===== src/rtl/text_fetch_unit.sv =====
// Instruction-fetch initiator: issues in-order word reads from a sequential PC,
// tracks in-flight requests, and buffers returned {pc, word} pairs for the core.
module text_fetch_unit #(
   parameter int          QUEUE_DEPTH = 2,
   parameter logic [31:0] RESET_PC    = 32'h0040_0000
) (
   input  logic        clock,
   input  logic        reset,
   output logic        bus_read_enable,
   output logic [31:0] bus_address,
   input  logic [31:0] bus_read_data,
   input  logic        bus_wait_req,
   input  logic        bus_valid,
   output logic        inst_valid,
   output logic [31:0] inst,
   output logic [31:0] inst_pc,
   input  logic        inst_ready,
   input  logic        redirect,
   input  logic [31:0] redirect_pc
);
   localparam int          PW      = (QUEUE_DEPTH > 1) ? $clog2(QUEUE_DEPTH) : 1;
   localparam int          CW      = $clog2(QUEUE_DEPTH + 1);
   localparam int          DW      = CW + 1;
   localparam logic [CW:0] DEPTH_W = (CW + 1)'(QUEUE_DEPTH);

   // Handshakes: a bus request transfers on an edge with bus_read_enable=1 and
   // bus_wait_req=0; an instruction transfers on an edge with inst_valid=1 and inst_ready=1.

   logic [31:0]   fetch_pc_q, fetch_pc_d;
   logic          pending_q, pending_d;
   logic [31:0]   req_addr_q, req_addr_d;
   logic [31:0]   if_pc_q [QUEUE_DEPTH];
   logic [31:0]   if_pc_d [QUEUE_DEPTH];
   logic [PW-1:0] if_rd_q, if_rd_d, if_wr_q, if_wr_d;
   logic [CW-1:0] if_cnt_q, if_cnt_d;
   logic [31:0]   iq_pc_q [QUEUE_DEPTH];
   logic [31:0]   iq_pc_d [QUEUE_DEPTH];
   logic [31:0]   iq_word_q [QUEUE_DEPTH];
   logic [31:0]   iq_word_d [QUEUE_DEPTH];
   logic [PW-1:0] iq_rd_q, iq_rd_d, iq_wr_q, iq_wr_d;
   logic [CW-1:0] iq_cnt_q, iq_cnt_d;
   logic [DW-1:0] discard_q, discard_d;

   logic          accept, held, push, pop;
   logic [31:0]   resp_pc, next_pc;
   logic [CW:0]   occ;

   function automatic logic [PW-1:0] ptr_inc(input logic [PW-1:0] p);
      if (p == PW'(QUEUE_DEPTH - 1)) return '0;
      return p + PW'(1);
   endfunction

   always_comb begin
      fetch_pc_d = fetch_pc_q;
      pending_d  = pending_q;
      req_addr_d = req_addr_q;
      if_pc_d    = if_pc_q;
      if_rd_d    = if_rd_q;
      if_wr_d    = if_wr_q;
      iq_pc_d    = iq_pc_q;
      iq_word_d  = iq_word_q;
      iq_rd_d    = iq_rd_q;
      iq_wr_d    = iq_wr_q;
      iq_cnt_d   = iq_cnt_q;
      discard_d  = discard_q;
      push       = 1'b0;
      pop        = 1'b0;
      accept     = pending_q & ~bus_wait_req;
      held       = pending_q & bus_wait_req;
      // A response may belong to the request being accepted on this very edge.
      resp_pc    = (if_cnt_q == '0) ? req_addr_q : if_pc_q[if_rd_q];

      if (accept) begin
         if_pc_d[if_wr_q] = req_addr_q;
         if_wr_d          = ptr_inc(if_wr_q);
      end
      if (bus_valid) if_rd_d = ptr_inc(if_rd_q);
      if_cnt_d = if_cnt_q + CW'(accept) - CW'(bus_valid);

      if (redirect) begin
         iq_rd_d   = '0;
         iq_wr_d   = '0;
         iq_cnt_d  = '0;
         discard_d = DW'(if_cnt_q) + DW'(accept) + DW'(held) - DW'(bus_valid);
      end else begin
         if (bus_valid && discard_q != '0) discard_d = discard_q - DW'(1);
         push = bus_valid & (discard_q == '0);
         pop  = (iq_cnt_q != '0) & inst_ready;
         if (push) begin
            iq_pc_d[iq_wr_q]   = resp_pc;
            iq_word_d[iq_wr_q] = bus_read_data;
            iq_wr_d            = ptr_inc(iq_wr_q);
         end
         if (pop) iq_rd_d = ptr_inc(iq_rd_q);
         iq_cnt_d = iq_cnt_q + CW'(push) - CW'(pop);
      end

      // A request issued on a redirect edge already belongs to the new stream.
      next_pc    = redirect ? (redirect_pc & ~32'd3) : fetch_pc_q;
      fetch_pc_d = next_pc;
      occ        = {1'b0, if_cnt_d} + {1'b0, iq_cnt_d};
      if (!held) begin
         pending_d = 1'b0;
         if (occ < DEPTH_W) begin
            pending_d  = 1'b1;
            req_addr_d = next_pc;
            fetch_pc_d = next_pc + 32'd4;
         end
      end
   end

   always_ff @(posedge clock or negedge reset) begin
      if (!reset) begin
         fetch_pc_q <= RESET_PC;
         pending_q  <= 1'b0;
         req_addr_q <= '0;
         if_pc_q    <= '{default: '0};
         if_rd_q    <= '0;
         if_wr_q    <= '0;
         if_cnt_q   <= '0;
         iq_pc_q    <= '{default: '0};
         iq_word_q  <= '{default: '0};
         iq_rd_q    <= '0;
         iq_wr_q    <= '0;
         iq_cnt_q   <= '0;
         discard_q  <= '0;
      end else begin
         fetch_pc_q <= fetch_pc_d;
         pending_q  <= pending_d;
         req_addr_q <= req_addr_d;
         if_pc_q    <= if_pc_d;
         if_rd_q    <= if_rd_d;
         if_wr_q    <= if_wr_d;
         if_cnt_q   <= if_cnt_d;
         iq_pc_q    <= iq_pc_d;
         iq_word_q  <= iq_word_d;
         iq_rd_q    <= iq_rd_d;
         iq_wr_q    <= iq_wr_d;
         iq_cnt_q   <= iq_cnt_d;
         discard_q  <= discard_d;
      end
   end

   assign bus_read_enable = pending_q;
   assign bus_address     = req_addr_q;
   assign inst_valid      = (iq_cnt_q != '0);
   assign inst            = iq_word_q[iq_rd_q];
   assign inst_pc         = iq_pc_q[iq_rd_q];

endmodule


===== config.mk =====
export PLATFORM = sky130hd
export DESIGN_NAME = text_fetch_unit
export DESIGN_NICKNAME = d
export VERILOG_FILES = /design/src/rtl/text_fetch_unit.sv
export SDC_FILE = /design/constraint.sdc
export NUM_CORES = 1
export LEC_CHECK = 0
export CAP_MARGIN = 20
export CORE_MARGIN = 4
export CORE_UTILIZATION = 40
export DETAILED_ROUTE_END_ITERATION = 6
export GPL_ROUTABILITY_DRIVEN = 0
export GPL_TIMING_DRIVEN = 1
export PLACE_DENSITY = 0.61
export SLEW_MARGIN = 20
export SYNTH_ARGS = -nofsm -noshare
export SYNTH_HDL_FRONTEND = slang
export SYNTH_SLANG_ARGS = --single-unit
export TNS_END_PERCENT = 100

===== constraint.sdc =====
create_clock -name clock -period 8.46 [get_ports clock]
set_input_delay 1.692 -clock clock [delete_from_list [all_inputs] [get_ports clock]]
set_output_delay 1.692 -clock clock [all_outputs]
set_load 0.02 [all_outputs]

# Word level (Yosys, flattened, before mapping)
# Index checks and enable logic that the tools add are counted.
# classes
add_sub_neg	14
n_lt_le_gt_ge	7
muxes	46
bitwise_logic	11
n_reduce_logical	12
# op_table
cell	n
2-to-1 mux 32 bit	15
bitwise mux 64 bit	3
demux 32 bit (select 1 bit)	2
adder 32 x 3 -> 32 bit, second input constant	1
2-to-1 mux 1 bit	23
>= comparator 2 bit, second input constant	4
inverter 1 -> 2 bit	4
nonzero test 2 bit	4
2-to-1 mux 3 bit	2
adder 1 bit, second input constant	4
adder 2 x 1 -> 2 bit	2
bitwise AND 1 bit	4
< comparator 2 x 1 -> 1 bit, second input constant	2
AND reduction 2 bit	2
subtractor 2 x 1 -> 2 bit	2
adder 2 x 1 -> 3 bit	1
adder 2 x 2 -> 3 bit	1
adder 3 x 1 -> 3 bit	1
logical AND 1 bit	3
zero test 3 bit	1
< comparator 3 x 2 -> 1 bit, second input constant	1
inverter 1 bit	3
nonzero test 3 bit	1
subtractor 3 x 1 -> 3 bit	1
other kinds (3)	3
# totals
regBits	268
input_bits	70
output_inout_bits	98
wordCells	106

# Longest topological paths before layout
# logic_depth
ltp_word	9
depth_mapped	16
mapped_depth_nobuf	15

# Least setup slack after synthesis
# No wires, ideal clock.
# synth_timing
path_kind	input port to flip-flop
start	in redirect
end	reg req_addr_q[19] (netlist: bus_address[19])
setup_time_ns	0.137
arrival_time_ns	4.485
required_ns	8.323
path_slack_ns	3.838
cell_stages	13
n_path_buf	8
cell_sequence	buf_6 buf_4 buf_4 buf_2 buf_2 or2_2 fa_1 nand2_1 nor2_1 clkbuf_1 clkbuf_1 clkbuf_1 a21oi_1
# synth_via
elab_chain_cells	4
word_cells_on_any_way	5
classes_between	1 x add/sub; 1 x order compare; 2 x mux; 1 x reduce/logical
# synth_rtl
element	line_no	source
start: declaration	18	input logic redirect,
2-to-1 mux 2 bit	80	if (redirect) begin
adder 2 x 2 -> 3 bit	101	occ = {1'b0, if_cnt_d} + {1'b0, iq_cnt_d};
< comparator 3 x 2 -> 1 bit	104	if (occ < DEPTH_W) begin
AND reduction 2 bit (no line)	n/a	
end signal: assignment	130	req_addr_q <= req_addr_d;
end: declaration	31	logic [31:0] req_addr_q, req_addr_d;
# Parallel ways exist; a longest one is shown, timed or not.
# A chain may end at the register's enable or synchronous reset.

# Worst setup path after layout
# layout_timing
start	in bus_valid
end	reg fetch_pc_q[8]
# layout_via
elab_chain_cells	8
word_cells_on_any_way	9
classes_between	4 x add/sub; 1 x order compare; 3 x mux; 1 x bitwise
# layout_rtl
element	line_no	source
start: declaration	13	input logic bus_valid,
bitwise AND 1 bit	87	push = bus_valid & (discard_q == '0);
adder 2 x 1 -> 2 bit	95	iq_cnt_d = iq_cnt_q + CW'(push) - CW'(pop);
subtractor 2 x 1 -> 2 bit	95	
2-to-1 mux 2 bit	80	
adder 2 x 2 -> 3 bit *	101	
< comparator 3 x 2 -> 1 bit *	104	
2-to-1 mux 32 bit *	104	
2-to-1 mux 32 bit *	102	if (!held) begin
via fetch_pc_d[8]	29	logic [31:0] fetch_pc_q, fetch_pc_d;
end signal: assignment	128	fetch_pc_q <= fetch_pc_d;
end: declaration	29	
# The timed path passes the listed nets; every way through them passes the cells marked *.

==> results summary <==
The run finished with clean final reports. The overflow left after global routing is 0. The cell that appears most often on the critical path is sky130_fd_sc_hd__nand2_1.

The number of max-cap violations came out at 0. The total die area is 0.0340 mm². Headroom to the max-slew limit came out at 0.329. The number of synthesis warnings is 0. The internal power consumption came out at 4.05 mW. The largest single stage delay on the critical path is 640 ps.

The number of design-rule violations left by the first detailed-router iteration is 322. The register bit total from synthesis is 268. The worst hold path begins at iq_word_q[25]$_DFFE_PN0P_. The buffer levels on the longest clock path came out at 3. For this run, the top clock speed supported by timing is 189 MHz. The number of global-route vias before repair is 8087.

The critical path goes through clkdlybuf4s50_1, nand3b_1, ha_1, inv_1, ha_1, xnor2_1, or2_2, fa_1, nand2_1, nor2_4, buf_4, nand2_1, nor3_1, nand2_1, xor2_1. The count of nets after finishing is 1204. The wire length of the first global-routing pass is 45500 µm.

Measured on the finished design, the core utilization comes to 0.507. The number of antenna violations at the first check in global routing came out at 0. The count of placed standard cells in the final layout, fillers left out came out at 1541.

The root buffer cell chosen for the clock tree is sky130_fd_sc_hd__clkbuf_16. The type of origin of the critical path is an input pin. The clock share of power came out at 0.224. The net switching power came out at 2.21 mW.

The H-tree depth reported by CTS came out at 1. The TritonCTS clock tree is built. The switching fraction of total power is 0.354. The count of final hold-check violations is 0. The share of flip-flops with an asynchronous set or reset is 1.00. The library cells used most frequently in the layout, excluding fill and tap cells, are sky130_fd_sc_hd__dfrtp_1, sky130_fd_sc_hd__mux2_2, sky130_fd_sc_hd__clkdlybuf4s50_1, sky130_fd_sc_hd__nor2_1, sky130_fd_sc_hd__a21oi_1. The setup check on the worst reg-to-reg path leaves a slack of 4380 ps. The boundary pin count came out at 168. Summing every instance area after synthesis gives 0.0124 mm². The detailed-route wire length is 28200 µm. The number of pins with negative max-slew slack in the final report is 0.

The critical path contains buffers and inverters numbering 3 combined. Yosys mapped a number of flops with a built-in enable equal to 0. The worst endpoint required time is 8880 ps. The summed negative setup slack over all endpoints came out at 0 ps. The number of iterations in the first detailed-routing pass came out at 4. The startpoint of the worst register-to-register path is discard_q[0]$_DFFE_PN0P_. The number of placement rows came out at 64. Each instance of the synthesized netlist takes up on average 12.9 µm². The worst hold path belongs to the class register to register. In this run the tool buffered the top-level ports with 165 buffer cells. The total placed cells including tap cells came out at 1486. The share of total power dissipated in combinational logic is 0.429. The share of total power dissipated in sequential elements is 0.347. In this run the critical register-to-register path is captured at fetch_pc_q[8]$_DFF_PN0_. The proportion of netlist area held by the largest area contributor is 0.537. The final clock period utilization by the worst path is 0.625. Post-CTS repair changed the size of 0 cells.

The slowest stage of the critical path is the sky130_fd_sc_hd__clkdlybuf4s50_1 cell. The sink of the worst hold path is iq_word_q[25]$_DFFE_PN0P_. The CTS sink count is 268.

Across every metal layer, demand over resource in global routing totals 0.166. The post-route minimum period is 5280 ps. The number of inserted diodes came out at 0. Setup violations remaining at the end of the flow were counted as 0. The leakage power total is 6.69 nW. The total number of vias came out at 7907. The average vias per placed instance is 5.13.

The number of buffers added for setup after CTS is 0. The top fanout value on the critical path came out at 64. The net count after synthesis is 1047. The residual antenna-violating net count after detailed routing is 0. The part of the Yosys area used for sequential elements came out at 0.539. At the pin with the least slew margin, the transition time is 1010 ps. In the post-synthesis netlist, the biggest area contributors are sky130_fd_sc_hd__dfrtp_1, sky130_fd_sc_hd__mux2_2, sky130_fd_sc_hd__mux2i_1. The floorplan die width is 184 µm. The most used flip-flop cell after synthesis is sky130_fd_sc_hd__dfrtp_1. The number of instances in the synthesized netlist came out at 966.

The maximum number of pins on one net before global-route repair came out at 77. The detailed-route DRC error count is 0. The critical path class is input pin to register.

The number of cell instances on the worst register-to-register path came out at 16. The power density of the placed cells came out at 403 mW/mm². The clock latency of the later-clocked register in the worst-skew pair is 550 ps.

The die extent in y is 184 µm. Detailed placement ended at an HPWL of 18700 µm. For the worst setup path, the data arrival time is 5700 ps. In this run, CTS created clock tree buffers numbering 31. For the final database, setup skew stands at 14.0 ps.

The core region is 0.0307 mm². Leaving out fill and tap cells, the most frequent cell in the layout is sky130_fd_sc_hd__dfrtp_1. Of the cells placed in the final design, the portion with a size suffix greater than 1 is 0.303. On the critical path the largest part of the delay comes from simple AND/OR/NAND/NOR gates. The initial core utilization came out at 0.406. The signed area change from the synthesized netlist to the final layout came out at 25.0%. Setup repair after global routing left no endpoint under its margin. The routed length per placed instance came out at 18.3 µm.

The kind of end point of the critical path is a register. The worst hold path cell count is 1. The largest area contributor in the netlist is sky130_fd_sc_hd__dfrtp_1. The clock edge transition at the registers on the reported setup and hold paths is 60 ps. The count of cell types in the netlist came out at 46. After clock tree synthesis, the flow added hold-fix buffers numbering 0. VDD sags by at most 219 µV.
final cells by class:
type | instances | area (µm²)
flip-flops and latches | 268 | 6710
multi-input cells | 635 | 5490
fillers | 2749 | 15100
inverters | 10 | 37.5
well taps | 396 | 495
clock inverters | 18 | 249
repair buffers | 177 | 1740
clock buffers | 37 | 828
flip-flops by register name, indices dropped and copies added (netlist names):
register,cells
if_pc_q,64
iq_pc_q,64
iq_word_q,64
bus_address,32
fetch_pc_q,32
discard_q,3
if_cnt_q,2
iq_cnt_q,2
bus_read_enable,1
if_rd_q,1
if_wr_q,1
iq_rd_q,1
iq_wr_q,1
metal layers:
metal	track usage	vias to the layer above	part of all wire
met5	0	-	0
met3	0.0261	30	0.044
li1	-	3756	-
met1	0.237	3987	0.47
met2	0.271	134	0.47
met4	0.0319	0	0.014
worst register-to-register path: cells and delay by family, from the launching register on:
kind                     cells  cell delay [ps]
AND/OR/NAND/NOR              7             1410
adder cells (fa/ha/maj)      4             1230
buffers and inverters        3              680
flip-flops                   1              350
XOR/XNOR                     2              290
cells by family (layout without fill, tap and decap cells):
family	Yosys count	in the layout	synth area share
mux	315	315	0.280
flops	268	268	0.539
simple gates	168	168	0.0687
compound gates	98	98	0.0477
buf+inv	63	242	0.0224
xor+xnor	43	43	0.0303
fa+ha+maj	11	11	0.0123
worst max path at each step:
| stage | startpoint | cells past startpoint | to | slack, ps |
|---|---|---|---|---|
| 2_1_floorplan | redirect | 13 | bus_address[19]$_DFFE_PN0P_ | 3840 |
| 3_3_place_gp | bus_valid | 15 | fetch_pc_q[8]$_DFF_PN0_ | 2610 |
| 3_5_place_dp | bus_valid | 15 | fetch_pc_q[8]$_DFF_PN0_ | 2590 |
| 4_1_cts | bus_valid | 15 | fetch_pc_q[8]$_DFF_PN0_ | 3180 |
| 5_1_grt | bus_valid | 15 | fetch_pc_q[8]$_DFF_PN0_ | 2940 |
| 6_report | bus_valid | 15 | fetch_pc_q[8]$_DFF_PN0_ | 3180 |
synthesized netlist by cell type, types with 2 or more instances:
cell type and number:
sky130_fd_sc_hd__dfrtp_1 267, sky130_fd_sc_hd__mux2_2 261, sky130_fd_sc_hd__nor2_1 73, sky130_fd_sc_hd__a21oi_1 70, sky130_fd_sc_hd__mux2i_1 54, sky130_fd_sc_hd__clkbuf_1 29, sky130_fd_sc_hd__nand2_1 26, sky130_fd_sc_hd__xnor2_1 24
sky130_fd_sc_hd__xor2_1 19, sky130_fd_sc_hd__buf_2 16, sky130_fd_sc_hd__nand3_1 15, sky130_fd_sc_hd__nor2b_1 13, sky130_fd_sc_hd__inv_1 10, sky130_fd_sc_hd__ha_1 9, sky130_fd_sc_hd__nand2b_1 6, sky130_fd_sc_hd__nor3_1 6
sky130_fd_sc_hd__nand4_1 5, sky130_fd_sc_hd__a32o_1 4, sky130_fd_sc_hd__a32oi_1 4, sky130_fd_sc_hd__and2_1 4, sky130_fd_sc_hd__buf_1 4, sky130_fd_sc_hd__o21ai_0 4, sky130_fd_sc_hd__a21boi_0 3, sky130_fd_sc_hd__a31oi_1 3
sky130_fd_sc_hd__and3_1 3, sky130_fd_sc_hd__nand3b_1 3, sky130_fd_sc_hd__nor3_2 3, sky130_fd_sc_hd__o22ai_1 3, sky130_fd_sc_hd__or2_2 3, sky130_fd_sc_hd__buf_4 2, sky130_fd_sc_hd__buf_6 2, sky130_fd_sc_hd__fa_1 2
sky130_fd_sc_hd__nand3b_4 2, sky130_fd_sc_hd__nand4b_1 2
metrics by stage:
stage	hold slack, ps	area, µm²	total power [mW]	worst slack (ps)
floorplan	468	12400	3.88	3840
global placement	481	14500	4.87	2610
detailed placement	487	14500	4.92	2590
CTS	501	15500	6.36	3180
global route	512	15500	6.69	2940
finish	499	15500	6.26	3180
power groups by stage:
| stage | clock network [mW] | registers (mW) | logic, mW |
|---|---|---|---|
| final | 1.40 | 2.17 | 2.69 |
| after global routing | 1.50 | 2.25 | 2.93 |
| after CTS | 1.45 | 2.18 | 2.73 |
| after detailed placement | 0 | 2.20 | 2.72 |
| after global placement | 0 | 2.18 | 2.69 |
| after floorplan | 0 | 2.14 | 1.74 |
No activity file was read; power rests on OpenSTA's default activity.
==> variant 1: new RTL, same settings <==
`req_addr_q` no longer has a reset.
--- a/src/rtl/text_fetch_unit.sv
+++ b/src/rtl/text_fetch_unit.sv
@@ -115,3 +115,2 @@
          pending_q  <= 1'b0;
-         req_addr_q <= '0;
          if_pc_q    <= '{default: '0};
@@ -129,3 +128,2 @@
          pending_q  <= pending_d;
-         req_addr_q <= req_addr_d;
          if_pc_q    <= if_pc_d;
@@ -143,2 +141,6 @@
 
+   always_ff @(posedge clock) begin
+      req_addr_q <= req_addr_d;
+   end
+
    assign bus_read_enable = pending_q;
Behaviour: not the same (Yosys sat finds a counterexample within 4 cycles, from zero or initial values and one cycle with reset low).
==> variant 1 against the original RTL <==
- die area is 2.1% lower
- wire length is 8.2% lower
- total power is 2.2% lower
- worst setup slack worse by 120 ps
- cell area is 1.7% lower
- critical endpoint is now fetch_pc_q[30]
- critical path type unchanged
- first-iteration DRC count is 27% lower
- synthesized area is 2.2% lower
- largest cell class unchanged
- sequential cell count stayed put
==> variant 1: results <==
[pwr]
power_frac_seq_pct = 37.1
p_clk_mw = 1.34
leakage_nw = 6.58
swShare_pct = 33.8
peakVddDrop_v = 0.000182
clkPwrFrac_pct = 21.8

[cts]
clkLatencyLatePin_ps = 540
clk_pin_slew_ps = 60
clockBufferDepth = 3
cts_resized = 0
cts_setup_buffers = 0
cts_made_buffers = 30
htree_num_levels = 1

[yosys]
syn_nets = 970
synthAdderAreaFrac_pct = 1.25
synth_xor_area_share_pct = 2.88
synth_mux_area_share_pct = 28.6
ys_async_sr_fraction_pct = 88.1
synth_compound_area_share_pct = 2.61
synth.area.top_cells = "dfrtp_1, mux2_2, edfxtp_1"
synth_edf_count = 32
syn_inst = 889
yosysSeqAreaShare_pct = 56.4
synth.distinct_cells = 47
synth_common_cells = "mux2_2, dfrtp_1, mux2i_1"

[global_route]
grt_pass1_vias = 7820
grt_start_max_net_pins = 135
grt_pass1_wl_um = 42700
grt_usage_pct = 15.7

[critical_path]
cp_max_fo = 9
crit_slowest_cell = "nor4b_1"
arrival_ps = 5830
cp_slowest_stage_delay_ps = 700

[place]
dpl.cell_count = 1404
io_buffer_count = 165
placed_area_sq_um = 14200
place_ws_ps = 2520
dp_hpwl_um = 16400

[routing]
drt-met1-wl_um = 12000
via_per_inst = 5.00
dr_wl_met2_um = 12300
top_layer_used = "met4"
vias = 7322
first_iter_violations = 236
detail_route.wl_per_cell_um = 17.7
wl_met3_um = 1240

[worst_hold_path]
hp-class = "flip-flop to flip-flop"
hp-start = "iq_pc_q[54]"

[final_layout]
drive_above_1_share_pct = 32.0
nNetsFinal = 1130

[run_status]
status = "completed"

[sta]
finClkSkew_ps = 12.6
worst_pin_slew_ps = 1050
-- variant 1: cell types whose count changed after synthesis, sizes merged, moves of 7 or more --
cell	change
a21oi	-36
buf	-7
dfrtp	-32
edfxtp	+32
inv	+16
mux2	+7
mux2i	-8
nor2	-31
nor2b	-9
xor2	-8
-- variant 1: path summary, 6_finish.rpt --
check,to,slack [ps],cells past startpoint
worst min register to register,iq_pc_q[54],500,1
worst max-delay path,fetch_pc_q[30],3050,13
min in group asynchronous,iq_word_q[26],1180,1
worst max register to register,fetch_pc_q[30],4200,14
worst min-delay path,iq_pc_q[54],500,1
max in group asynchronous,iq_rd_q,6020,2
-- variant 1: cell type report --
class,instances,area (sq um)
clock inverters,11,129
repair buffers,173,1780
inverters,26,97.6
flip-flops and latches,268,6870
clock buffers,45,908
multi-input cells,550,5010
well taps,390,488
fillers,2607,14500
-- variant 1: per-layer routing --
layer  vias up  GRT usage [%]
met5         -              0
met4         0           2.85
met3        22           3.03
met2       135           26.3
met1      3693           21.6
li1       3472              -
==> variant 2: new RTL, same flow settings <==
Without the edit above. `QUEUE_DEPTH`: 2 -> 1.
--- a/src/rtl/text_fetch_unit.sv
+++ b/src/rtl/text_fetch_unit.sv
@@ -3,3 +3,3 @@
 module text_fetch_unit #(
-   parameter int          QUEUE_DEPTH = 2,
+   parameter int          QUEUE_DEPTH = 1,
    parameter logic [31:0] RESET_PC    = 32'h0040_0000
Function: changed (Yosys sat finds a counterexample within 4 cycles, from zero or initial values and one cycle with reset low).
==> variant 2 against the original RTL <==
- sequential power down 38%
- wire length down 37%
- total power down 43%
- register-to-register slack better by 730 ps
- clock skew down 3.0 ps
- core utilization up 3.5 points
- sequential cell count down 103
- non-clock buffer count down 7
- global-route usage up 1.0 points
- cell area down 37%
- worst setup slack better by 560 ps
- synthesized area down 41%
- critical path depth down 5
- largest cell class unchanged
==> variant 2: results <==
[global_route]
grt_pass1_wl_um = 28600
grt_start_max_net_pins = 97

[yosys]
synthAdderAreaFrac_pct = 0.678
syn_nets = 708
synth_xor_area_share_pct = 4.51
synth_mux_area_share_pct = 17.7
synth_common_cells = "dfrtp_1, nand2_1, mux2_2"
synth.distinct_cells = 47
synth.area.top_cells = "dfrtp_1, mux2_2, mux2i_1"
yosysSeqAreaShare_pct = 55.9

[final_layout]
nNetsFinal = 862
inverters = 6
drive_above_1_share_pct = 15.1
clock_buffers = 17
final-nonclk-buf-share_pct = 17.2
nFillCells = 1543

[pwr]
peakVddDrop_v = 0.000156
sequentialPower_mw = 1.35
p_clk_mw = 0.790

[routing]
routed_wl_um = 17700
first_iter_violations = 225
via_per_inst = 5.13

[run_status]
status = "completed"

[sta]
worst_pin_slew_ps = 1030
setup_slack_ps = 3740

[cts]
clkLatencyLatePin_ps = 420

[critical_path]
cp-startpoint = "bus_wait_req"
r2r_cells = 9
regToRegSetupSlack_ps = 5110

[place]
place_ws_ps = 3290
## variant 2: cell types whose count changed in the layout (fill, tap and decap cells not counted), moves of 4 or more
cell | before | now
nor4_1 | 0 | 6
ha_1 | 9 | 4
buf_4 | 13 | 5
clkbuf_16 | 31 | 17
o21ai_0 | 4 | 66
mux2_2 | 261 | 68
inv_1 | 10 | 6
dfrtp_1 | 265 | 163
a21oi_1 | 70 | 11
clkinv_2 | 9 | 4
nor2_1 | 71 | 15
nand2_1 | 25 | 85
## variant 2: per-layer routing
layer / vias to the layer above / global-route usage [%] / routed length (um)
met1: 2552 / 24.8 / 8410
met4: 0 / 6.84 / 371
met5: - / 0 / 0
met2: 170 / 27.1 / 8000
met3: 25 / 3.19 / 966
li1: 2533 / - / -
## variant 2: how the worst min path moves through the flow
stage | to | from | slack [ps]
2_1_floorplan | fetch_pc_q[0] | fetch_pc_q[0] | 470
3_3_place_gp | iq_pc_q[27] | iq_pc_q[27] | 460
3_5_place_dp | iq_pc_q[27] | iq_pc_q[27] | 470
4_1_cts | iq_pc_q[27] | iq_pc_q[27] | 490
5_1_grt | iq_pc_q[8] | iq_pc_q[8] | 500
6_report | iq_pc_q[27] | iq_pc_q[27] | 480
## variant 2: worst max-delay path, stage by stage
cell and delay [ps]:
clkdlybuf4s50_1 500, nand2b_1 110, buf_4 380, ha_1 350, xnor2_1 160, a21oi_1 390, o21a_1 590, nand4_2 360
nor4_1 350, xnor2_1 160
## variant 2: cell families (layout without fill, tap and decap cells)
logic type      after synthesis  after routing
xor+xnor                     38             38
simple gates                164            164
flops                       165            165
mux                         122            122
fa+ha+maj                     4              4
buf+inv                      41            208
compound gates              100            100
